## config.mk

```make
export PLATFORM = sky130hd
export DESIGN_NAME = instr_encoder_flat
export DESIGN_NICKNAME = d
export VERILOG_FILES = /design/src/rtl/instr_encoder_if.sv /design/src/rtl/instr_encoder.sv /design/src/flat_wrapper.sv
export SDC_FILE = /design/constraint.sdc
export NUM_CORES = 1
export LEC_CHECK = 0
export BUFFER_PORTS_ARGS = -buffer_cell sky130_fd_sc_hd__clkbuf_2
export CORE_MARGIN = 2
export CORE_UTILIZATION = 30
export CTS_BUF_LIST = sky130_fd_sc_hd__clkbuf_16
export DETAILED_ROUTE_END_ITERATION = 10
export HOLD_SLACK_MARGIN = 0.1
export PLACE_DENSITY = 0.57
export SLEW_MARGIN = 15
export SYNTH_ARGS = -nofsm -noshare
export SYNTH_HDL_FRONTEND = slang
export SYNTH_SLANG_ARGS = --single-unit
export TNS_END_PERCENT = 30
```

## constraint.sdc

```tcl
create_clock -name clk -period 1.65 [get_ports clk]
set_clock_uncertainty 0.2 [all_clocks]
set_input_delay 0.165 -clock clk [delete_from_list [all_inputs] [get_ports clk]]
set_output_delay 0.165 -clock clk [all_outputs]
set_load 0.01 [all_outputs]
```

## src/rtl/instr_encoder_if.sv

```systemverilog
// Field-bundle and IMEM write bus between the program loader and its driver.
// Latency: none, this is a pure signal bundle.
// Backpressure: in_valid/in_ready handshake on the bundle side; the IMEM write side has no stall.
// Ports: in_valid/in_ready plus in_op/in_rs/in_rt/in_rd/in_funct/in_imm toward the encoder,
//        and mem_we/mem_addr/mem_wdata toward instruction memory.
interface instr_encoder_if #(
    parameter int ADDR_W = 6
);
    logic              in_valid;
    logic              in_ready;
    logic [3:0]        in_op;
    logic [2:0]        in_rs;
    logic [2:0]        in_rt;
    logic [2:0]        in_rd;
    logic [2:0]        in_funct;
    logic [13:0]       in_imm;
    logic              mem_we;
    logic [ADDR_W-1:0] mem_addr;
    logic [23:0]       mem_wdata;

    // Driver side: presents field bundles and observes the IMEM writes.
    modport master (
        output in_valid, in_op, in_rs, in_rt, in_rd, in_funct, in_imm,
        input  in_ready, mem_we, mem_addr, mem_wdata
    );

    // Encoder side.
    modport slave (
        input  in_valid, in_op, in_rs, in_rt, in_rd, in_funct, in_imm,
        output in_ready, mem_we, mem_addr, mem_wdata
    );
endinterface

```

## src/rtl/instr_encoder.sv

```systemverilog
// Program loader: packs instruction field bundles into 24-bit words and writes them to IMEM in sequence.
// Latency: bundle accepted in cycle N, IMEM write strobe in cycle N+2; at most one bundle per 3 cycles.
// Backpressure: in_ready low outside IDLE, while full, and during a prog_start cycle.
// Ports: clk, reset (sync, active-high), prog_start (restart at address 0), bus (instr_encoder_if.slave),
//        word_count (words written since start), full (word_count == DEPTH), err_illegal (sticky drop flag).
// Option: defining ENC_CHECKSUM_EN adds output checksum[23:0], the XOR of all words written since start/reset.
module instr_encoder #(
    parameter int ADDR_W = 6,
    parameter int DEPTH  = 64
) (
    input  logic              clk,
    input  logic              reset,
    input  logic              prog_start,
    instr_encoder_if.slave    bus,
    output logic [ADDR_W:0]   word_count,
    output logic              full,
    output logic              err_illegal
`ifdef ENC_CHECKSUM_EN
    ,
    output logic [23:0]       checksum
`endif
);

    localparam logic [3:0] OP_R    = 4'b0110;
    localparam logic [3:0] OP_LS   = 4'b0010;
    localparam logic [3:0] OP_SS   = 4'b0011;
    localparam logic [3:0] OP_BEQ  = 4'b0100;
    localparam logic [3:0] OP_ADDI = 4'b0001;

    typedef enum logic [1:0] {
        IDLE   = 2'd0,
        ENCODE = 2'd1,
        WRITE  = 2'd2
    } state_t;

    state_t            state;
    state_t            state_nxt;

    // Registered copy of the accepted bundle.
    logic [3:0]        op_q;
    logic [2:0]        rs_q;
    logic [2:0]        rt_q;
    logic [2:0]        rd_q;
    logic [2:0]        funct_q;
    logic [13:0]       imm_q;

    logic [ADDR_W-1:0] wr_ptr;
    logic              we_q;
    logic [ADDR_W-1:0] addr_q;
    logic [23:0]       wdata_q;

    logic              ready;
    logic              accept;
    logic              restart;
    logic              drop;
    logic              commit;
    logic              legal;
    logic [23:0]       packed_word;

    always_comb begin
        legal = 1'b0;
        case (op_q)
            OP_R, OP_LS, OP_SS, OP_BEQ, OP_ADDI: legal = 1'b1;
            default:                             legal = 1'b0;
        endcase
        // Only the fields belonging to the format are packed, so junk on the others cannot leak.
        if (op_q == OP_R) begin
            packed_word = {op_q, rs_q, rt_q, rd_q, funct_q, 8'h00};
        end else begin
            packed_word = {op_q, rs_q, rt_q, imm_q};
        end
    end

    always_comb begin
        state_nxt = state;
        ready     = 1'b0;
        accept    = 1'b0;
        restart   = 1'b0;
        drop      = 1'b0;
        commit    = 1'b0;
        case (state)
            IDLE: begin
                // A restart takes priority: a bundle presented alongside prog_start is not taken.
                ready   = !full && !prog_start;
                restart = prog_start;
                accept  = bus.in_valid && ready;
                if (accept) begin
                    state_nxt = ENCODE;
                end
            end
            ENCODE: begin
                if (legal) begin
                    state_nxt = WRITE;
                end else begin
                    drop      = 1'b1;
                    state_nxt = IDLE;
                end
            end
            WRITE: begin
                commit    = 1'b1;
                state_nxt = IDLE;
            end
            default: state_nxt = IDLE;
        endcase
    end

    always_ff @(posedge clk) begin
        if (reset) begin
            state       <= IDLE;
            op_q        <= '0;
            rs_q        <= '0;
            rt_q        <= '0;
            rd_q        <= '0;
            funct_q     <= '0;
            imm_q       <= '0;
            wr_ptr      <= '0;
            we_q        <= 1'b0;
            addr_q      <= '0;
            wdata_q     <= '0;
            word_count  <= '0;
            full        <= 1'b0;
            err_illegal <= 1'b0;
`ifdef ENC_CHECKSUM_EN
            checksum    <= '0;
`endif
        end else begin
            state <= state_nxt;
            we_q  <= 1'b0;
            if (accept) begin
                op_q    <= bus.in_op;
                rs_q    <= bus.in_rs;
                rt_q    <= bus.in_rt;
                rd_q    <= bus.in_rd;
                funct_q <= bus.in_funct;
                imm_q   <= bus.in_imm;
            end
            // Address/data are loaded at the end of ENCODE so they are valid for the whole WRITE cycle
            // and then simply hold until the next legal word.
            if (state == ENCODE && legal) begin
                we_q    <= 1'b1;
                addr_q  <= wr_ptr;
                wdata_q <= packed_word;
            end
            if (drop) begin
                err_illegal <= 1'b1;
            end
            if (commit) begin
                wr_ptr     <= wr_ptr + 1'b1;
                word_count <= word_count + 1'b1;
                full       <= ((word_count + 1'b1) == (ADDR_W + 1)'(DEPTH));
`ifdef ENC_CHECKSUM_EN
                checksum   <= checksum ^ wdata_q;
`endif
            end
            if (restart) begin
                wr_ptr      <= '0;
                word_count  <= '0;
                full        <= 1'b0;
                err_illegal <= 1'b0;
`ifdef ENC_CHECKSUM_EN
                checksum    <= '0;
`endif
            end
        end
    end

    // Strobe is masked by reset so a reset landing in the WRITE cycle suppresses that write.
    assign bus.mem_we    = we_q && !reset;
    assign bus.mem_addr  = addr_q;
    assign bus.mem_wdata = wdata_q;
    assign bus.in_ready  = ready;

endmodule
```

## src/flat_wrapper.sv

```systemverilog
// flat-port wrapper written by rule: the top's interface ports become plain ports
module instr_encoder_flat 
#(
    parameter int ADDR_W = 6,
    parameter int DEPTH  = 64
)
  (clk, reset, prog_start, word_count, full, err_illegal, bus_in_valid, bus_in_op, bus_in_rs, bus_in_rt, bus_in_rd, bus_in_funct, bus_in_imm, bus_in_ready, bus_mem_we, bus_mem_addr, bus_mem_wdata);
  instr_encoder_if #(.ADDR_W(ADDR_W)) bus_i ();
  input  logic clk;
  input  logic reset;
  input  logic prog_start;
  output logic [ADDR_W:0] word_count;
  output logic full;
  output logic err_illegal;
  input wire logic [$bits(bus_i.in_valid)-1:0] bus_in_valid;
  input wire logic [$bits(bus_i.in_op)-1:0] bus_in_op;
  input wire logic [$bits(bus_i.in_rs)-1:0] bus_in_rs;
  input wire logic [$bits(bus_i.in_rt)-1:0] bus_in_rt;
  input wire logic [$bits(bus_i.in_rd)-1:0] bus_in_rd;
  input wire logic [$bits(bus_i.in_funct)-1:0] bus_in_funct;
  input wire logic [$bits(bus_i.in_imm)-1:0] bus_in_imm;
  output wire logic [$bits(bus_i.in_ready)-1:0] bus_in_ready;
  output wire logic [$bits(bus_i.mem_we)-1:0] bus_mem_we;
  output wire logic [$bits(bus_i.mem_addr)-1:0] bus_mem_addr;
  output wire logic [$bits(bus_i.mem_wdata)-1:0] bus_mem_wdata;
  assign bus_i.in_valid = bus_in_valid;
  assign bus_i.in_op = bus_in_op;
  assign bus_i.in_rs = bus_in_rs;
  assign bus_i.in_rt = bus_in_rt;
  assign bus_i.in_rd = bus_in_rd;
  assign bus_i.in_funct = bus_in_funct;
  assign bus_i.in_imm = bus_in_imm;
  assign bus_in_ready = bus_i.in_ready;
  assign bus_mem_we = bus_i.mem_we;
  assign bus_mem_addr = bus_i.mem_addr;
  assign bus_mem_wdata = bus_i.mem_wdata;
  instr_encoder #(.ADDR_W(ADDR_W), .DEPTH(DEPTH)) u_core (.clk(clk), .reset(reset), .prog_start(prog_start), .bus(bus_i), .word_count(word_count), .full(full), .err_illegal(err_illegal));
endmodule
```

==> impl_metrics.toml, run 1 <==
[setup_path]
rrSetupSlack_ps = 30
worstReg2RegEnd = "u_core.full"
worst-setup-path-type = "register to register"
path_depth = 4
endpoint = "u_core.full"
endpoint_kind = "register"
critical_path_arrival_ps = 1650
max_stage_delay_ps = 520
worstPathRequired_ps = 1680
cp_cell_sequence = "and2b_1, nand3_1, or4_4, o31ai_2"
cp-startpoint = "u_core.state[1]"
worst_r2r_startpoint = "u_core.state[1]"
cp.buffers_inverters = 0
slowest_stage = "or4_4"
cp_max_fo = 4
r2r_cells = 4
start_kind = "register"
cp_top_family = "simple AND/OR/NAND/NOR gates"

[yosys]
synth.avg_cell_area_sq_um = 8.44
synthDistinctLibCells = 33
syn_inst = 354
yosysTopAreaCell = "dfxtp_1"
synthFlopType = "dfxtp_1"
synth.cell_area_sq_um = 2990
synth-seq-area-share_pct = 52.2
synthTopCellsByArea = "dfxtp_1 52%, nand2_1 13%, a21oi_1 9.2%"
ys_ff_latch = 78
synth_top_area_share_pct = 52.2
syn-num-nets = 390
async_flop_share_pct = 0
ys_warn_count = 0
synth_edf_count = 0

[sta]
rsz0062_at_grt = "true"
setup_violations = 0
slew_viol_final = 0
period_share_pct = 98.0
maxSlewHeadroom_pct = 66.1
max_freq_ghz = 0.619
period_needed_ps = 1620
hold_viol = 0
tightest_slew_ps = 507

[worst_hold_path]
hp-class = "input pin to register"

[route]
ant_nets = 0
vias = 2816
vias_per_cell = 4.56
drc = 0
wl_um = 8290
wire_per_inst_um = 13.4
first_pass_iters = 4
drtIter0Drc = 89

[global_route]
grt_first_pass_wirelength_um = 12500
grt_pass1_vias = 2659
grt_overflow_total = 0
grt_max_degree = 67
antenna_found_initial = 0
grt_util_all_layers_pct = 14.1

[cells_and_area]
drive_above_1_share_pct = 29.1
nets = 515
area_growth_syn_to_layout_pct = 52.2
final_cells = 617
antenna_cells = 0

[job]
maxCapViolations = 0

[power_and_ir_drop]
power_density_nw_per_um2 = 965
vdd_drop_max_mv = 0.424
leakage_nw = 1.83
finalPower_mw = 4.39

[cts]
cts_buffers = 9
worstSkewPairLatency_ps = 330
cts.sinks = 78
htreeDepth = 3
clkTransAtPathRegs_ps = 60
cts_tree = "built"
clockRootBuffer = "clkbuf_16"
clock_path_buffers = 2

[die]
row_count = 36
io-pin-count = 75
start_util_pct = 30.7
die_height_um = 104
fp.coreArea_sq_um = 9730
die_area_sq_um = 10800
die_w_um = 104

[placement]
place_inst = 558
gp_congestion = 0.732
port_buffers = 74
dp_hpwl_um = 4700

[outcome]
outcome = "finished, final reports clean"
[kinds of logic (layout without fill, tap and decap cells)]
family | Yosys count | count (layout) | synth area share (%)
AND/OR/NAND/NOR | 159 | 159 | 22.4
flip-flops | 78 | 78 | 52.2
AO/OA/AOI/OAI | 69 | 72 | 13.3
buffers and inverters | 24 | 151 | 4.39
XOR/XNOR | 14 | 14 | 4.10
multiplexers | 8 | 8 | 2.68
adder cells (fa/ha/maj) | 2 | 2 | 0.837
[layer usage]
layer / up-vias / part of all wire [%] / global-route usage, %
met5: - / 0 / 0
met4: 0 / 1.1 / 5.50
met3: 9 / 3.4 / 3.34
met2: 51 / 50 / 24.5
met1: 1314 / 45 / 16.8
li1: 1442 / - / -
[where the power goes]
group          total (mW)  leakage (nW)  switching (mW)  internal, mW
registers            1.95         0.636          0.0283          1.92
logic               0.366          1.04           0.180         0.186
clock network        2.07         0.157           0.757          1.32
[worst min path at each step]
stage,start,end,slack (ps),cells after the start
final,reset,u_core.state[1],110,3
after global routing,reset,u_core.imm_q[5],140,3
after floorplan,bus_in_funct[0],u_core.funct_q[0],100,2
after detailed placement,bus_in_imm[3],u_core.imm_q[3],190,3
after CTS,reset,u_core.state[1],110,3
after global placement,bus_in_rd[1],u_core.rd_q[1],190,3
[worst register-to-register path, cell delays in order, from the launching register on]
cell and delay [ps]:
dfxtp_2 370, and2b_1 150, nand3_1 80, or4_4 520, o31ai_2 200
[sequential cells by signal, indices dropped and copies added (netlist names)]
| signal | count |
|---|---|
| u_core.bus.mem_addr | 6 |
| u_core.rd_q | 3 |
| u_core.err_illegal | 1 |
| u_core.rs_q | 3 |
| u_core.state | 2 |
| u_core.funct_q | 3 |
| u_core.full | 1 |
| u_core.op_q | 4 |
| u_core.bus.mem_wdata | 24 |
| u_core.rt_q | 3 |
| u_core.we_q | 1 |
| u_core.imm_q | 14 |
| u_core.wr_ptr | 6 |
| u_core.word_count | 7 |
[stage by stage]
step	hold WS, ps	utilization, %	TNS (ps)	area (sq um)	setup slack (ps)
floorplan	101	-	-75.6	3000	-75.6
global placement	190	37.0	-1670	3600	-94.8
CTS	114	43.9	-459	4280	-55.0
detailed placement	193	37.0	-3740	3600	-162
global route	142	46.8	-66.1	4550	-29.2
finish	111	46.8	0	4550	33.2
[final cells by class]
type	instances	area [sq um]
sequential	78	1580
multi-input combinational	255	1450
timing repair buffer	135	1040
clock inverter	7	90.1
clock buffer	9	225
tap	133	166
fill	960	5180
[layout by cell type (no fill, tap or decap), drive strengths merged]
cell type	instances
ha	2
nor3	1
nor2b	2
mux2i	8
dlymetal6s4s	1
nor3b	1
o311ai	4
a211oi	6
nor4	1
o21ai	2
inv	1
dlygate4sd3	31
buf	27
and2b	2
and3	3
or4	1
xnor2	5
o311a	1
a21oi	56
nand3	12
a21o	1
bufinv	2
and2	1
clkinvlp	1
nor2	25
xor2	9
nand3b	1
clkinv	3
o31ai	2
nand2	103
clkbuf	85
dfxtp	78
nand4	5
or3	1
[Yosys cell counts (all sizes together) (3+ instances only)]
| master | n |
|---|---|
| a211oi | 6 |
| a21oi | 56 |
| and3 | 3 |
| buf | 11 |
| clkbuf | 13 |
| dfxtp | 78 |
| mux2i | 8 |
| nand2 | 103 |
| nand3 | 12 |
| nand4 | 5 |
| nor2 | 25 |
| xnor2 | 5 |
| xor2 | 9 |
[repair_timing]
item                                    CTS  global route
endpoints found under the setup margin   63            63
cloned                                    1             5
buffers inserted                          0             6
hold endpoints to repair                 31             0
pin swaps                                 1             7
hold buffers                             32             0
gates resized for setup                   4            30
Power figures use the tool's default switching activity.
==> run 2, diff against run 1 <==
- BUFFER_PORTS_ARGS: -buffer_cell sky130_fd_sc_hd__clkbuf_2 -> -buffer_cell sky130_fd_sc_hd__buf_2
==> impl_metrics.toml, run 2 (same netlist as run 1, synthesis figures left out) <==
[setup_path]
cp_max_fo = 6
worst-setup-path-type = "register to register"
cp-startpoint = "u_core.op_q[0]"
critical_path_arrival_ps = 1670
worst_r2r_startpoint = "u_core.op_q[0]"
endpoint_kind = "register"
worstReg2RegEnd = "u_core.bus.mem_wdata[5]"
worstPathRequired_ps = 1700
endpoint = "u_core.bus.mem_wdata[5]"
r2r_cells = 6
rrSetupSlack_ps = 30
start_kind = "register"

[sta]
max_freq_ghz = 0.618
rsz0062_at_grt = "true"
tightest_slew_ps = 525
slew_viol_final = 0
holdWs_ps = 111
period_needed_ps = 1620
period_share_pct = 98.1
hold_viol = 0
setup_violations = 0
maxSlewHeadroom_pct = 64.9

[placement]
gp_congestion = 0.735
postPlaceCellArea_sq_um = 3600
port_buffers = 74
dp_hpwl_um = 4760

[die]
row_count = 36
die_area_sq_um = 10800
die_w_um = 104
die_height_um = 104
start_util_pct = 30.7
fp.coreArea_sq_um = 9730
io-pin-count = 75

[cts]
clkTransAtPathRegs_ps = 60
worstSkewPairLatency_ps = 330
cts_tree = "built"
cts_buffers = 9
clockRootBuffer = "clkbuf_16"
cts.sinks = 78
clock_path_buffers = 2
htreeDepth = 3

[route]
drc = 0
wl_um = 8390
wire_per_inst_um = 13.5
ant_nets = 0
drtIter0Drc = 80
vias = 2836
vias_per_cell = 4.56
first_pass_iters = 4

[global_route]
grt_overflow_total = 0
grt_max_degree = 38
grt_first_pass_wirelength_um = 13300
antenna_found_initial = 0
grt_pass1_vias = 2804
grt_util_all_layers_pct = 15.3

[outcome]
outcome = "finished, final reports clean"

[job]
maxCapViolations = 0

[power_and_ir_drop]
seqPwrFrac_pct = 42.9
power_density_nw_per_um2 = 984
vdd_drop_max_mv = 0.555
pwr-share-clk_pct = 49.1
switching_share_pct = 21.4
leakage_nw = 1.89
power.internal_mw = 3.57
switchingPower_mw = 0.972
p_comb_share_pct = 8.0

[cells_and_area]
layout_common_cells = "103 x nand2_1, 74 x buf_2, 73 x dfxtp_1"
drive_above_1_share_pct = 31.5
area_growth_syn_to_layout_pct = 54.6
nets = 520
fill_cells = 977
utilization_pct = 47.5
largest_reg_flops = 24
layout_commonest_cell = "nand2_1"
stdcell_area_sq_um = 4620
antenna_cells = 0

[worst_hold_path]
hp-class = "input pin to register"
-- run 2: cell count changes in the layout (fill, tap and decap cells not counted), moves of 3 or more --
cell,before,now
clkbuf_2,73,0
a21oi_2,4,7
buf_8,3,0
nor2_1,24,21
a21oi_1,51,48
nor2_2,1,4
a211oi_1,6,2
buf_2,0,74
a211oi_2,0,4
buf_4,16,25
-- run 2: final cells by class --
cell class | instances | area (sq um) | share of cell area, %
repair buffers | 140 | 1060 | 22.9
multi-input cells | 255 | 1480 | 32.1
well taps | 133 | 166 | 3.60
clock inverters | 7 | 114 | 2.46
clock buffers | 9 | 225 | 4.87
flip-flops and latches | 78 | 1580 | 34.1
-- run 2: through the flow --
step                      TNS (ps)  power, mW  std cells  worst slack, ps
final                            0       4.55        622             30.7
after global routing          -104       4.72        622            -22.1
after global placement       -1740       2.22        559            -95.7
after detailed placement     -2990       2.23        559             -167
after floorplan              -75.6       2.12        354            -75.6
after CTS                    -24.4       4.56        611            -15.3
-- run 2: worst min-delay path by stage --
stage	startpoint	endpoint	slack, ps	cells after the start
floorplan	bus_in_funct[0]	u_core.funct_q[0]	100	2
global placement	bus_in_rd[1]	u_core.rd_q[1]	210	3
global route	bus_in_valid	u_core.state[0]	140	4
detailed placement	bus_in_imm[1]	u_core.imm_q[1]	210	3
CTS	bus_in_valid	u_core.state[0]	100	4
finish	bus_in_valid	u_core.state[0]	110	4
-- run 2: routing by layer --
| layer | GRT usage, % | part of all wire, % | up-vias |
|---|---|---|---|
| met3 | 3.08 | 3.1 | 7 |
| met4 | 5.98 | 1.1 | 0 |
| met1 | 18.5 | 45 | 1317 |
| met2 | 26.6 | 51 | 58 |
| met5 | 0 | 0 | - |
| li1 | - | - | 1454 |
-- run 2: what timing repair did --
action / 4_1_cts / 5_1_grt
hold buffers: 32 / 0
cloned: 3 / 3
hold endpoints to repair: 31 / 0
resized for setup: 14 / 25
pin swaps: 3 / 13
setup buffers: 1 / 8
endpoints found under the setup margin: 35 / 51
-- run 2: critical path: stages, from the launching register on --
cell     delay [ps]
dfxtp_4         340
buf_4           160
a21oi_4         170
o311a_4         290
buf_4           150
nand3_1          90
a21oi_1         150
-- run 2: power groups by stage --
| stage | clock (mW) | combinational (mW) | sequential, mW |
|---|---|---|---|
| floorplan | 0 | 0.135 | 1.99 |
| global route | 2.36 | 0.399 | 1.95 |
| global placement | 0 | 0.235 | 1.99 |
| detailed placement | 0 | 0.240 | 1.99 |
| finish | 2.23 | 0.363 | 1.95 |
| CTS | 2.28 | 0.316 | 1.96 |
==> run 3, diff against run 2 <==
- CTS_BUF_LIST: sky130_fd_sc_hd__clkbuf_16 -> not set
==> impl_metrics.toml, run 3 (same netlist as run 1, synthesis figures left out) <==
[setup_path]
critical_path_arrival_ps = 1690
worst-setup-path-type = "register to register"
rrSetupSlack_ps = 40
endpoint_kind = "register"
worst_r2r_startpoint = "u_core.op_q[0]"
start_kind = "register"
cp-startpoint = "u_core.op_q[0]"
cp_max_fo = 6
worstPathRequired_ps = 1720

[cts]
cts_buffers = 9
htreeDepth = 3
cts.sinks = 78
cts_tree = "built"
clkTransAtPathRegs_ps = 80
worstSkewPairLatency_ps = 350
clock_path_buffers = 2
clockRootBuffer = "clkbuf_8"

[die]
io-pin-count = 75
start_util_pct = 30.7
fp.coreArea_sq_um = 9730
row_count = 36
die_area_sq_um = 10800
die_w_um = 104
die_height_um = 104

[cells_and_area]
drive_above_1_share_pct = 30.2
layout_common_cells = "103 x nand2_1, 74 x buf_2, 73 x dfxtp_1"
layout_commonest_cell = "nand2_1"
area_growth_syn_to_layout_pct = 51.9
largest_reg_flops = 24
antenna_cells = 0
final_cells = 620
utilization_pct = 46.7
nets = 518

[global_route]
grt_util_all_layers_pct = 15.7
grt_first_pass_wirelength_um = 13600
grt_max_degree = 38
grt_overflow_total = 0
antenna_found_initial = 0
grt_pass1_vias = 2818

[placement]
dp_hpwl_um = 4760
port_buffers = 74
place_inst = 559
dpl_worst_slack_ps = -167
gp_congestion = 0.735

[route]
vias_per_cell = 4.64
first_pass_iters = 5
drtIter0Drc = 101
wire_per_inst_um = 13.8
drc = 0
vias = 2875
ant_nets = 0
wl_um = 8560

[sta]
hold_viol = 0
period_needed_ps = 1610
max_freq_ghz = 0.620
maxSlewHeadroom_pct = 64.8
slew_viol_final = 0
setup_slack_ps = 36.2
period_share_pct = 97.8
rsz0062_at_grt = "true"
setup_violations = 0
tightest_slew_ps = 527

[job]
maxCapViolations = 0

[power_and_ir_drop]
power_density_nw_per_um2 = 887
vdd_drop_max_mv = 0.407
leakage_nw = 1.83

[outcome]
outcome = "finished, final reports clean"

[worst_hold_path]
hp-class = "input pin to register"
worstHoldStart = "reset"
[run 3: area by class of cell]
class,count,area (sq um)
Clock buffer,10,128
Clock inverter,6,110
Fill cell,965,5190
Multi-Input combinational cell,256,1490
Sequential cell,78,1580
Tap cell,133,166
Timing Repair Buffer,137,1060
[run 3: worst paths after layout]
kind	endpoint	depth (start not counted)
worst max-delay path	u_core.bus.mem_wdata[5]	6
worst min-delay path	u_core.state[1]	3
worst max register to register	u_core.bus.mem_wdata[5]	6
worst min register to register	u_core.bus.mem_wdata[17]	2
[run 3: through the flow]
step / TNS [ps] / power [mW] / hold WS, ps / cell area [sq um]
floorplan: -75.6 / 2.12 / 101 / 3000
finish: 0 / 4.03 / 131 / 4540
detailed placement: -2990 / 2.23 / 212 / 3600
CTS: 0 / 4.04 / 107 / 4310
global route: -131 / 4.20 / 140 / 4540
global placement: -1740 / 2.22 / 207 / 3600
[run 3: layer usage]
metal | GRT usage [%] | up-vias | wire [um] | share of wire (%)
li1 | - | 1451 | - | -
met1 | 19.1 | 1345 | 3830 | 45
met2 | 26.8 | 67 | 4270 | 50
met3 | 3.46 | 12 | 354 | 4.1
met4 | 6.08 | 0 | 104 | 1.2
met5 | 0 | - | 0 | 0
[run 3: critical path, cell delays in order (launching register included)]
cell,delay (ps)
dfxtp_4,350
buf_4,160
a21oi_4,170
o311a_4,300
buf_6,130
nand3_1,80
a21oi_1,150
[run 3: what timing repair did]
action / CTS / global route
gates cloned: 4 / 3
pin swaps: 5 / 11
hold buffers: 33 / 0
hold endpoints to repair: 32 / 0
setup buffers: 1 / 4
setup endpoints to repair: 40 / 57
gates resized for setup: 14 / 24
[run 3: power breakdown]
part | internal (mW) | leakage [nW] | switching, mW | total [mW]
clock | 1.00 | 0.112 | 0.709 | 1.71
sequential | 1.92 | 0.635 | 0.0255 | 1.94
combinational | 0.184 | 1.08 | 0.186 | 0.370
total | 3.11 | 1.83 | 0.921 | 4.03
